--- src/rtl/io_bus_arbiter.sv ---
// Registered shared-bus interconnect between the J1 I/O port and N slaves.
// Page-decoded select, per-slave wait states, sticky unmapped-access error.
module io_bus_arbiter #(
   parameter int N_SLAVES = 3,
   parameter int DW       = 16,
   parameter int AW       = 16,
   parameter int DEC_MSB  = 15,
   parameter int DEC_LSB  = 12,
   parameter logic [N_SLAVES*(DEC_MSB-DEC_LSB+1)-1:0] PAGE =
      {4'h2, 4'h1, 4'h0},
   parameter logic [N_SLAVES*3-1:0] WAIT = {3'd0, 3'd1, 3'd0},
   parameter logic [DW-1:0] ERR_VAL = 16'hDEAD
) (
   input  logic                   clk,
   input  logic                   reset,
   input  logic [AW-1:0]          cpu_addr,
   input  logic [DW-1:0]          cpu_dout,
   input  logic                   cpu_rd,
   input  logic                   cpu_wr,
   output logic [DW-1:0]          cpu_din,
   output logic                   cpu_ready,
   output logic [AW-1:0]          s_addr,
   output logic [DW-1:0]          s_dout,
   output logic [N_SLAVES-1:0]    s_rd,
   output logic [N_SLAVES-1:0]    s_wr,
   input  logic [N_SLAVES*DW-1:0] s_din,
   input  logic                   err_clr,
   output logic                   err_flag,
   output logic [AW-1:0]          err_addr
);

   localparam int PW = DEC_MSB - DEC_LSB + 1;
   localparam int SW = (N_SLAVES > 1) ? $clog2(N_SLAVES) : 1;

   typedef enum logic [1:0] {
      IDLE,
      ACCESS,
      DONE
   } state_t;

   state_t        state;
   state_t        state_nx;
   logic [SW-1:0] sel;
   logic [SW-1:0] dec_sel;
   logic          dec_hit;
   logic [2:0]    dec_wait;
   logic          is_wr;
   logic          first;
   logic [2:0]    cnt;
   logic [DW-1:0] rdata;
   logic          req;
   logic          miss;

   assign req  = cpu_rd | cpu_wr;
   assign miss = (state == IDLE) && req && !dec_hit;

   // Scan from the top down so the lowest matching index wins.
   always_comb begin
      dec_hit  = 1'b0;
      dec_sel  = '0;
      dec_wait = '0;
      for (int i = N_SLAVES - 1; i >= 0; i--) begin
         if (cpu_addr[DEC_MSB:DEC_LSB] == PAGE[i*PW +: PW]) begin
            dec_hit  = 1'b1;
            dec_sel  = SW'(i);
            dec_wait = WAIT[i*3 +: 3];
         end
      end
   end

   always_ff @(posedge clk or posedge reset) begin
      if (reset) state <= IDLE;
      else       state <= state_nx;
   end

   always_comb begin
      state_nx = state;
      unique case (state)
         IDLE:    if (req) state_nx = dec_hit ? ACCESS : DONE;
         ACCESS:  if (cnt == 3'd0) state_nx = DONE;
         DONE:    state_nx = IDLE;
         default: state_nx = IDLE;
      endcase
   end

   always_ff @(posedge clk or posedge reset) begin
      if (reset) begin
         s_addr <= '0;
         s_dout <= '0;
         sel    <= '0;
         is_wr  <= 1'b0;
         first  <= 1'b0;
         cnt    <= '0;
         rdata  <= '0;
      end else begin
         unique case (state)
            IDLE: begin
               if (req) begin
                  s_addr <= cpu_addr;
                  s_dout <= cpu_dout;
                  is_wr  <= cpu_wr;
                  sel    <= dec_sel;
                  cnt    <= dec_wait;
                  first  <= 1'b1;
                  if (!dec_hit) rdata <= ERR_VAL;
               end
            end
            ACCESS: begin
               first <= 1'b0;
               if (cnt != 3'd0) cnt <= cnt - 3'd1;
               else if (!is_wr) rdata <= s_din[sel*DW +: DW];
            end
            default: ;
         endcase
      end
   end

   // A new error beats a same-cycle clear and reloads the address.
   always_ff @(posedge clk or posedge reset) begin
      if (reset) begin
         err_flag <= 1'b0;
         err_addr <= '0;
      end else if (miss) begin
         err_flag <= 1'b1;
         if (!err_flag || err_clr) err_addr <= cpu_addr;
      end else if (err_clr) begin
         err_flag <= 1'b0;
      end
   end

   always_comb begin
      s_rd = '0;
      s_wr = '0;
      if (state == ACCESS) begin
         if (is_wr) begin
            if (first) s_wr = N_SLAVES'(1) << sel;
         end else begin
            s_rd = N_SLAVES'(1) << sel;
         end
      end
   end

   assign cpu_ready = (state == DONE);
   assign cpu_din   = rdata;

endmodule

--- config.mk ---
export PLATFORM = sky130hd
export DESIGN_NAME = io_bus_arbiter
export DESIGN_NICKNAME = d
export VERILOG_FILES = /design/src/rtl/io_bus_arbiter.sv
export SDC_FILE = /design/constraint.sdc
export NUM_CORES = 1
export LEC_CHECK = 0
export BUFFER_PORTS_ARGS = -buffer_cell sky130_fd_sc_hd__buf_2
export CAP_MARGIN = 10
export CORE_MARGIN = 3
export CORE_UTILIZATION = 51
export DETAILED_ROUTE_END_ITERATION = 10
export GPL_TIMING_DRIVEN = 0
export PLACE_DENSITY = 0.86
export SETUP_SLACK_MARGIN = 0.15
export SYNTH_ARGS = -nofsm -noshare
export SYNTH_HDL_FRONTEND = slang
export SYNTH_SLANG_ARGS = --single-unit
export TNS_END_PERCENT = 5
--- constraint.sdc ---
create_clock -name clk -period 2.95 [get_ports clk]
set_input_delay 0.1475 -clock clk [delete_from_list [all_inputs] [get_ports clk]]
set_output_delay 0.1475 -clock clk [all_outputs]
set_load 0.01 [all_outputs]
==> qor.yml, run 1 <==
die_area_um2: 7784
hpwl_um: 6498
yosysMostFrequentCell: "dfrtp_1"
period_minus_slack_ps: 2183
violations: "negative hold slack"
cts_made_buffers: 9
layout.nets: 508
place.gp.congestion: 0.8160
n_antenna_cell: 0
synth-edff-count: 0
ant_nets: 0
finClkSkew_ps: 11.53
slew_headroom: 0.4166
rr_worst_depth: 6
synth.area.top_cells: "dfrtp_1 54%, mux2_2 15%, mux2i_1 4.9%"
ys_seq_area_frac: 0.5370
antenna_found_initial: 0
drt-initial-drc-count: 100
cts_root_buf: "clkbuf_8"
crit_required_ps: 2800
clockBufferDepth: 2
synth_common_cells: "74 x dfrtp_1, 45 x mux2_2, 17 x mux2i_1, 16 x inv_1, 11 x o221ai_1"
vdd_ir_drop_max_mv: 0.5426
outcome: "complete, but fails checks"
hold_class: "primary input to async pin"
vias: 2685
netlist_area_um2: 3448
cts_tree: "done"
cap_violations: 0
timing.final.crit_share: 0.7400
grt_pass1_wl_um: 12720
post_route_cells_drive_above_1_share: 0.5751
cts_resized: 0
wirelength_um: 8432
fin_util: 0.6976
syn_inst: 254
worst_pin_slew_ps: 875.1
num_io_pins: 157
grt_pass1_vias: 2629
rsz0062_at_grt: "no"
synth-seq-cells: 74
start_util: 0.5339
drtPass1Iterations: 4
slew_violations: 0
post_cts_buffers: 0
die_x_um: 88.23
wire_per_inst_um: 16.76
cp_data_arrival_time_ps: 2040
clk_pin_slew_worst_paths_ps: 80
synth_top_area_frac: 0.5370
port_buffers: 156
setup.worst_path.class: "flip-flop to output pin"
critPathLaunch: "sel[1]"
syn-num-nets: 341
htree_levels: 3
syn2layout_area_growth_pct: 30.66
track_usage: 0.2163
synth_area_leader_cell: "dfrtp_1"
place_area_um2: 4328
avgSynthCellArea_um2: 13.58
cp_max_fo: 10
fmaxAchievable_mhz: 458.1
routed_via_density: 5.338
place_ws_ps: 1094
p_leak_nw: 2.138
start_kind: "flip-flop"
core-area_um2: 6459
cp-end-kind: "output pin"
p_per_area_nw_per_um2: 889.2
cts_hold_buf: 0
reg2reg_from: "cnt[0]"
synthArstFlopShare: 1.000
gr-total-overflow: 0
finalSetupViolCount: 0
clkSinkCount: 74
num_rows: 29
hold_slack_ps: -25.38
die_h_um: 88.23
yosysUniqueCellTypes: 38
drc_errors: 0
hold_viol: 27
post-route-worst-setup-slack_ps: 767.0
tns_ps: 0
r2r_setup_slack_ps: 1070
yosysWarnings: 0
final_area_um2: 4506
insertion_delay_ps: 350
synth-main-ff-cell: "dfrtp_1"
grt_max_degree: 75
## report_power, final
part	total [mW]	internal [mW]	switching (mW)
registers	1.62	1.41	0.211
clock network	0.700	0.328	0.372
logic	1.69	0.865	0.820
## final timing paths
| kind | endpoint |
|---|---|
| max reg2reg | cpu_din[0] |
| min | s_dout[5] |
| min in group clk | s_dout[1] |
| max in group asynchronous | sel[0] |
| max | s_rd[2] |
| min reg2reg | first |
## per-stage QoR
step	hold WS (ps)	total power, mW	cells
2_1_floorplan	287.4	2.687	254
3_3_place_gp	378.3	3.257	487
3_5_place_dp	387.2	3.344	487
4_1_cts	14.57	4.055	503
5_1_grt	22.74	4.252	503
6_report	-25.38	4.006	503
## critical path: stages, from the launching register on
cell and delay (ps):
dfrtp_1 330, clkbuf_1 300, buf_2 350, buf_2 270, nor4b_1 250, buf_2 190
## routing by layer
layer  global-route usage  routed length, um
met1               0.2545               3297
met2               0.3875               4684
met3              0.03818                268
met4              0.09203                181
met5                    0                  0
## flip-flops by register name, indices dropped and copies added, names as in the netlist
register	cells
state	2
s_dout	16
is_wr	1
err_addr	16
sel	2
s_addr	16
first	1
cpu_din	16
cnt	3
err_flag	1
## final cells by class
type | count | area (um2)
clock inverters | 6 | 40.04
multi-input cells | 147 | 1429
clock buffers | 10 | 137.6
plain buffers | 17 | 107.6
inverters | 16 | 62.56
flip-flops and latches | 74 | 1852
fillers | 498 | 1953
well taps | 77 | 96.34
repair buffers | 156 | 780.7
## cell families after synthesis
logic type,share of synthesized area
AOI/OAI and AO/OA,0.08999
adders and majority gates,0.007256
buffers and inverters,0.04862
muxes,0.2594
DFF,0.5370
and+or+nand+nor,0.05769
## layout by cell type, fill, tap and decap left out, types with 2 or more instances in the layout
cell / n
nor4_1: 2
mux2i_1: 17
buf_2: 166
nand2b_1: 3
nor2b_1: 4
mux2_1: 6
a21oi_1: 2
o221ai_1: 11
clkbuf_8: 10
mux2_4: 10
buf_6: 2
nor2_1: 2
mux2_2: 45
o2bb2ai_1: 5
clkbuf_1: 4
a22o_1: 6
dfrtp_1: 74
ha_1: 2
nor4b_1: 5
o21ai_0: 3
nor3_1: 4
nand2_1: 5
clkinv_2: 3
inv_1: 15
Power figures use the tool's default switching activity.
==> inputs of run 2 (changes only) <==
--- a/config.mk
+++ b/config.mk
@@ -8,10 +8,10 @@
 export BUFFER_PORTS_ARGS = -buffer_cell sky130_fd_sc_hd__buf_2
 export CAP_MARGIN = 10
 export CORE_MARGIN = 3
-export CORE_UTILIZATION = 51
+export CORE_UTILIZATION = 42
 export DETAILED_ROUTE_END_ITERATION = 10
 export GPL_TIMING_DRIVEN = 0
-export PLACE_DENSITY = 0.86
+export PLACE_DENSITY = 0.76
 export SETUP_SLACK_MARGIN = 0.15
 export SYNTH_ARGS = -nofsm -noshare
 export SYNTH_HDL_FRONTEND = slang
==> constraint.sdc (replaced) <==
create_clock -name clk -period 1.8 [get_ports clk]
set_input_delay 0.09 -clock clk [delete_from_list [all_inputs] [get_ports clk]]
set_output_delay 0.09 -clock clk [all_outputs]
set_load 0.01 [all_outputs]
==> qor.yml, run 2 (synthesis gave the netlist of run 1 again) <==
outcome: "finished, final reports clean"
die_h_um: 96.61  # +9.5%
sw_frac_of_total: 0.3264  # -0.02385
htree_levels: 3  # unchanged
post_route_cells_drive_above_1_share: 0.5897  # +0.01463
crit_buf_inv: 3  # -1
p_leak_nw: 2.436  # +14%
cp_cell_sequence: "buf_6, nand2b_4, clkbuf_16, nor4b_4, buf_2"
routed_via_density: 5.084  # -4.8%
num_rows: 32  # +10%
clk_pin_slew_worst_paths_ps: 80  # about the same
fin_util: 0.6661  # -0.03146
layout.nets: 551  # +8.5%
grt_pass1_wl_um: 14940  # +17%
place.gp.congestion: 0.8409  # +3.1%
hold_end: "s_addr[10]"
cts_tree: "done"
critPathLaunch: "state[1]"
worst_pin_slew_ps: 523.7  # -351.4 ps
finalSetupViolCount: 0  # unchanged
drc_errors: 0  # unchanged
p_switching_mw: 2.460  # +75%
hold_viol: 0  # -100%
n_antenna_cell: 0  # unchanged
slew_violations: 0  # unchanged
start_util: 0.4394  # -0.09449
hold_path_depth: 2
clkSinkCount: 74  # unchanged
p_per_area_nw_per_um2: 1442  # +62%
crit_required_ps: 1710  # -1090 ps
die_area_um2: 9333  # +20%
cp_data_arrival_time_ps: 1600  # -440 ps
grt_max_degree: 35  # -53%
clockBufferDepth: 2  # unchanged
place_ws_ps: -37.51  # -1132 ps
drt-initial-drc-count: 97  # -3.0%
cp-end-kind: "output pin"
cap_violations: 0  # unchanged
cts_made_buffers: 9  # unchanged
cts_root_buf: "clkbuf_8"
start_kind: "flip-flop"
critPathTopFamily: "buffers and inverters"
grt_pass1_vias: 3049  # +16%
core-area_um2: 7848  # +22%
post-route-worst-setup-slack_ps: 108.3  # -658.7 ps
fmaxAchievable_mhz: 591.1
p_int_mw: 5.077  # +95%
antenna_found_initial: 0  # unchanged
period_minus_slack_ps: 1692
final_common_cell: "buf_2"
reg2reg_from: "state[0]"
wire_per_inst_um: 16.60  # -0.96%
power_frac_seq: 0.354  # -0.051
fill_cells: 603  # +21%
pwr-share-clk: 0.225  # +0.050
ant_nets: 0  # unchanged
vdd_ir_drop_max_mv: 0.7208  # +33%
fin_cells: 570  # +13%
rsz0062_at_grt: "yes"
timing.final.crit_share: 0.9398
hold_class: "primary input to flip-flop"
worstHoldStart: "cpu_addr[10]"
place_area_um2: 4400  # +1.7%
rr_worst_depth: 6  # unchanged
setup.worst_path.class: "flip-flop to output pin"
drtPass1Iterations: 4  # unchanged
num_io_pins: 157  # unchanged
gr-total-overflow: 0  # unchanged
crit_slowest_cell: "dfrtp_1"
r2r_end: "err_addr[1]"
port_buffers: 156  # unchanged
track_usage: 0.1969  # -0.01940
die_x_um: 96.61  # +9.5%
insertion_delay_ps: 340  # about the same
r2r_setup_slack_ps: 130  # -940 ps
slowest_delay_ps: 380  # +30 ps
slew_headroom: 0.6460  # +0.2293
wirelength_um: 9463  # +12%
pwr-share-comb: 0.421  # about the same
syn2layout_area_growth_pct: 51.60
vias: 2898  # +7.9%
cp_max_fo: 8  # -2
finClkSkew_ps: 12.05  # +0.5178 ps
final_area_um2: 5228  # +16%
layout_common_cells: "161 x buf_2, 74 x dfrtp_1, 45 x mux2_2"
hpwl_um: 6705  # +3.2%
dp.cells: 514  # +5.5%
run 2: routing by layer:
layer	vias to the layer above	wire length [um]	global-route usage
li1	1339	-	-
met4	0	312	0.1037
met3	24	425	0.03749
met1	1438	3704	0.2227
met5	-	0	0
met2	97	5021	0.3498
run 2: power groups by stage:
| stage | sequential (mW) | clock [mW] | combinational [mW] |
|---|---|---|---|
| 6_report | 2.66 | 1.70 | 3.17 |
| 5_1_grt | 2.75 | 1.80 | 3.39 |
| 4_1_cts | 2.66 | 1.74 | 3.11 |
| 3_5_place_dp | 2.68 | 0 | 2.81 |
| 3_3_place_gp | 2.64 | 0 | 2.74 |
| 2_1_floorplan | 2.94 | 0 | 1.46 |
run 2: worst reg2reg max path, stage by stage, from the launching register on:
cell,delay [ps]
dfrtp_1,430
buf_4,170
nor2_4,120
and4bb_1,230
buf_6,150
buf_12,150
mux2_4,310
run 2: worst max path at each step:
stage	end	slack (ps)	depth (start not counted)
4_1_cts	cpu_din[15]	130	6
2_1_floorplan	cpu_din[0]	130	6
3_3_place_gp	cpu_din[15]	-20	6
5_1_grt	s_wr[0]	60	5
3_5_place_dp	cpu_din[15]	-40	6
6_report	s_wr[2]	110	5
run 2: final cells by class:
| class | count | area, um2 | area share |
|---|---|---|---|
| Sequential cell | 74 | 1852 | 0.3542 |
| Clock inverter | 6 | 137.6 | 0.02633 |
| Timing Repair Buffer | 199 | 1215 | 0.2324 |
| Clock buffer | 9 | 123.9 | 0.02370 |
| Buffer | 17 | 186.4 | 0.03566 |
| Inverter | 16 | 63.81 | 0.01221 |
| Multi-Input combinational cell | 147 | 1521 | 0.2910 |
| Tap cell | 102 | 127.6 | 0.02441 |
run 2: repair_timing:
| item | in CTS | in global routing |
|---|---|---|
| cloned | 0 | 0 |
| hold endpoints to repair | 77 | 0 |
| endpoints found under the setup margin | 63 | 44 |
| hold buffers | 28 | 0 |
| gates resized for setup | 30 | 11 |
| buffers inserted | 10 | 3 |
| pin swaps | 2 | 3 |
run 2: metrics by stage:
| step | TNS, ps | power [mW] | hold WS, ps |
|---|---|---|---|
| floorplan | 0 | 4.404 | 229.9 |
| global placement | -104.1 | 5.373 | 321.4 |
| detailed placement | -164.6 | 5.489 | 43.50 |
| CTS | 0 | 7.497 | 1.188 |
| global route | 0 | 7.941 | 2.902 |
| finish | 0 | 7.537 | 16.60 |
